===== src/rtl/bram_bank_rd_mux.sv =====
// Pipelined bank read-data selector: delays each request's bank select by RD_LAT, then registers the bank's word.
// Latency RD_LAT+1 cycles from request to rd_valid; no backpressure, the pipeline advances every cycle.
module bram_bank_rd_mux #(
  parameter int NUM_BANKS = 4,
  parameter int DATA_W    = 8,
  parameter int SEL_W     = 2,
  parameter int RD_LAT    = 1,
  parameter int HOLD_LAST = 1
) (
  input  logic                        clk,
  input  logic                        rst_n,
  input  logic                        req_valid,
  input  logic [SEL_W-1:0]            req_bank,
  input  logic [NUM_BANKS*DATA_W-1:0] dout_bus,
  output logic [DATA_W-1:0]           rd_data,
  output logic                        rd_valid,
  output logic [SEL_W-1:0]            rd_bank,
  output logic                        bank_err,
  output logic [7:0]                  err_cnt
);

  logic [RD_LAT-1:0] stg_valid;
  logic [SEL_W-1:0]  stg_bank [RD_LAT];

  logic              last_valid;
  logic [SEL_W-1:0]  last_bank;
  logic [DATA_W-1:0] sel_word;
  logic              sel_ok;

  assign last_valid = stg_valid[RD_LAT-1];
  assign last_bank  = stg_bank[RD_LAT-1];

  always_ff @(posedge clk) begin
    if (!rst_n) begin
      stg_valid <= '0;
      for (int i = 0; i < RD_LAT; i++) stg_bank[i] <= '0;
    end else begin
      stg_valid[0] <= req_valid;
      stg_bank[0]  <= req_bank;
      for (int i = 1; i < RD_LAT; i++) begin
        stg_valid[i] <= stg_valid[i-1];
        stg_bank[i]  <= stg_bank[i-1];
      end
    end
  end

  // Banks at or above NUM_BANKS match no arm, leaving sel_ok low and the word zero.
  always_comb begin
    sel_word = '0;
    sel_ok   = 1'b0;
    for (int k = 0; k < NUM_BANKS; k++) begin
      if (last_bank == SEL_W'(k)) begin
        sel_word = dout_bus[k*DATA_W +: DATA_W];
        sel_ok   = 1'b1;
      end
    end
  end

  always_ff @(posedge clk) begin
    if (!rst_n) begin
      rd_data  <= '0;
      rd_valid <= 1'b0;
      rd_bank  <= '0;
      bank_err <= 1'b0;
      err_cnt  <= '0;
    end else if (last_valid) begin
      rd_data  <= sel_word;
      rd_valid <= 1'b1;
      rd_bank  <= last_bank;
      bank_err <= !sel_ok;
      if (!sel_ok && err_cnt != 8'hFF) err_cnt <= err_cnt + 8'd1;
    end else begin
      rd_valid <= 1'b0;
      bank_err <= 1'b0;
      if (HOLD_LAST == 0) rd_data <= '0;
    end
  end

endmodule


===== config.mk =====
export PLATFORM = sky130hd
export DESIGN_NAME = bram_bank_rd_mux
export DESIGN_NICKNAME = d
export VERILOG_FILES = /design/src/rtl/bram_bank_rd_mux.sv
export SDC_FILE = /design/constraint.sdc
export NUM_CORES = 1
export LEC_CHECK = 0
export ABC_CLOCK_PERIOD_IN_PS = 1360
export CAP_MARGIN = 10
export CORE_MARGIN = 1
export CORE_UTILIZATION = 36
export DETAILED_ROUTE_END_ITERATION = 8
export GPL_TIMING_DRIVEN = 1
export MAX_ROUTING_LAYER = met4
export PLACE_DENSITY_LB_ADDON = 0.2
export SLEW_MARGIN = 20
export SYNTH_ARGS = -nofsm -noshare
export SYNTH_HDL_FRONTEND = slang
export SYNTH_SLANG_ARGS = --single-unit
export TNS_END_PERCENT = 10

===== constraint.sdc =====
create_clock -name clk -period 1.36 [get_ports clk]
set_input_delay 0.272 -clock clk [delete_from_list [all_inputs] [get_ports clk]]
set_output_delay 0.272 -clock clk [all_outputs]
set_load 0.1 [all_outputs]

==> impl_metrics.csv <==
group,metric,value,unit
clocking,cts_max_path_buffers,2,
routing,route.met2.wl,1.15,mm
sta,finalCritPeriodShare,0.868,
clocking,clkLatencyLatePin,0.30,ns
setup_path,reg2reg_from,"stg_bank[0][0]",
routing,vias,819,
die,die_area,2840,um2
yosys,ys_ff_latch,23,
outcome,status,"completed",
power,power_per_cell_area,823,nW/um2
placed_design,portBuffers,56,
sta,rsz0062_at_grt,"no",
yosys,yosys.area_share.adder,0,
setup_path,crit_type,"reg -> out",
finish,layout-drive-gt1-share,0.219,
global_route,grt_pass1_vias,793,
clocking,cts_tree,"yes",
sta,fin_skew,0.00779,ns
routing,drt_iter0_drc,5,
routing,routed_wl,2.30,mm
global_route,grt_overflow,0,
yosys,synth.distinct_cells,15,
routing,wl_per_cell,13.8,um
power,irDropWorstVdd,691,uV
sta,timing.fmax,847,MHz
yosys,synth-simple-area-share,0.188,
yosys,synth_area_leaders,"dfxtp_1, mux2i_1, and2_1",
routing,routed.top_layer,"met4",
setup_path,cp.arrival,0.91,ns
die,die_h,53.3,um
finish,nNetsFinal,175,
global_route,antenna_found_initial,0,
min_path,hold_path_class,"reg -> reg",
setup_path,max_stage_delay,0.42,ns
yosys,syn_nets,116,
clocking,path_clk_slew,0.11,ns
sta,min_period,1.18,ns
yosys,synth_edf_count,0,
sta,finalMaxSlewViolations,0,
routing,first_pass_iters,4,
placed_design,place_area,1730,um2
yosys,synth_compound_area_frac,0.0807,
setup_path,path_cells,"buf_12",
yosys,synth_xor_area_frac,0,
routing,vias_per_cell,4.90,
setup_path,cpMaxStageDelayCell,"dfxtp_1",
routing,ant_nets,0,
routing,drc,0,
global_route,grt_start_max_net_pins,18,
min_path,min_from,"err_cnt[4]",
die,start_util,0.382,
setup_path,startpoint,"rd_data[2]",
setup_path,worst_setup_path_end_kind,"primary output",
placed_design,place_congestion,0.607,
die,die_x,53.3,um
yosys,synth.most_common_cell,"dfxtp_1",
sta,hold_viol_final,0,
yosys,async_reset_ff_frac,0,
global_route,grt_pass1_wl,3.48,mm
clocking,root_buffer,"clkbuf_4",
global_route,track_usage,0.177,
clocking,numCtsBuffers,3,
placed_design,dp_hpwl,1.86,mm
yosys,yosys-top-cells-count,"dfxtp_1, mux2i_1, and2_1",
setup_path,required,1.09,ns
yosys,syn_area,946,um2
finish,diodes,0,
die,core_area,2480,um2
job,drv_cap,0,
yosys,avgSynthCellArea,12.0,um2
setup_path,cp-start-kind,"register",
yosys,synth_top_family_by_area,"multiplexers",
setup_path,crit_fanout,2,
clocking,cts_max_level,1,
yosys,netlist_instances,79,
yosys,synth_top_area_share,0.487,
die,io_pins,57,
sta,final-setup-viol-count,0,
finish,finalInstanceArea,1760,um2
setup_path,cp_top_family,"flip-flops",
yosys,ys.warnings.count,0,
clocking,cts_sinks,23,
yosys,yosysTopAreaCell,"dfxtp_1",
yosys,synth_ff_type,"dfxtp_1",
routing,met1Wirelength,869,um
setup_path,path_buf_inv,1,
die,placementRows,18,
yosys,muxShareOfSynthArea,0.190,
clocking,hold_buffers,0,
routing,wl_met3,256,um
power,p_leak,0.685,nW
finish,syn2layout_area_growth,86.0,%
yosys,ys_seq_area_frac,0.487,
sta,whs,0.519,ns
-- stage by stage --
stage / setup TNS [ns] / utilization / total power, mW / setup WS, ns / cells
2_1_floorplan: 0 / - / 0.953 / 0.0981 / 79
3_3_place_gp: -0.0237 / 0.699 / 1.16 / -0.00405 / 163
3_5_place_dp: -0.376 / 0.699 / 1.17 / -0.0675 / 163
4_1_cts: 0 / 0.710 / 1.47 / 0.108 / 167
5_1_grt: 0 / 0.710 / 1.51 / 0.122 / 167
6_report: 0 / 0.710 / 1.45 / 0.180 / 167
-- registers in the layout, summed over array words and instances, names as in the netlist --
name / cells
rd_bank: 2
stg_bank: 2
bank_err: 1
err_cnt: 8
last_valid: 1
rd_data: 8
rd_valid: 1
-- logic make-up after synthesis --
group / Yosys count
muxes: 18
AOI/OAI and AO/OA: 8
and+or+nand+nor: 24
buffers and inverters: 5
other: 1
DFF: 23
-- worst reg2reg max path: stages, from the launching register on --
cell	delay (ns)
dfxtp_1	0.37
buf_12	0.18
mux2i_1	0.27
o221ai_1	0.14
-- metal layers --
metal	track usage	vias to the layer above
met1	0.176	372
li1	-	404
met4	0.0921	0
met3	0.0460	4
met5	-	-
met2	0.315	39
-- layout by cell type, fill, tap and decap left out, drive strengths merged --
cell type	synthesis	routed
nor2b	2	2
mux2i	18	18
and2	12	12
o221ai	8	8
nand3b	9	9
nand3	1	1
dfxtp	23	23
clkbuf	1	4
buf	4	23
conb	1	1
clkdlybuf4s50	0	36
-- where the power goes --
| group | total [mW] | switching [mW] | internal [mW] |
|---|---|---|---|
| logic | 0.420 | 0.208 | 0.212 |
| registers | 0.727 | 0.0290 | 0.698 |
| clock network | 0.301 | 0.187 | 0.114 |
-- worst paths after layout --
check / endpoint / slack [ns] / cells after the start
setup / recovery: rd_data[2] / 0.18 / 1
hold / removal: err_cnt[4] / 0.52 / 1
setup reg to reg: rd_data[2] / 0.28 / 3
hold reg to reg: err_cnt[4] / 0.52 / 1
-- repair_timing --
| action | in CTS | in global routing |
|---|---|---|
| endpoints found under the setup margin | 0 | 1 |
| setup buffers | 0 | 0 |
| resized for setup | 0 | 1 |
-- cell type report --
type	instances	area [um2]
Timing Repair Buffer	59	796
Fill cell	203	718
Sequential cell	23	462
Multi-Input combinational cell	51	438
Tap cell	30	37.5
Clock buffer	4	26.3
No activity file was read; power rests on OpenSTA's default activity.
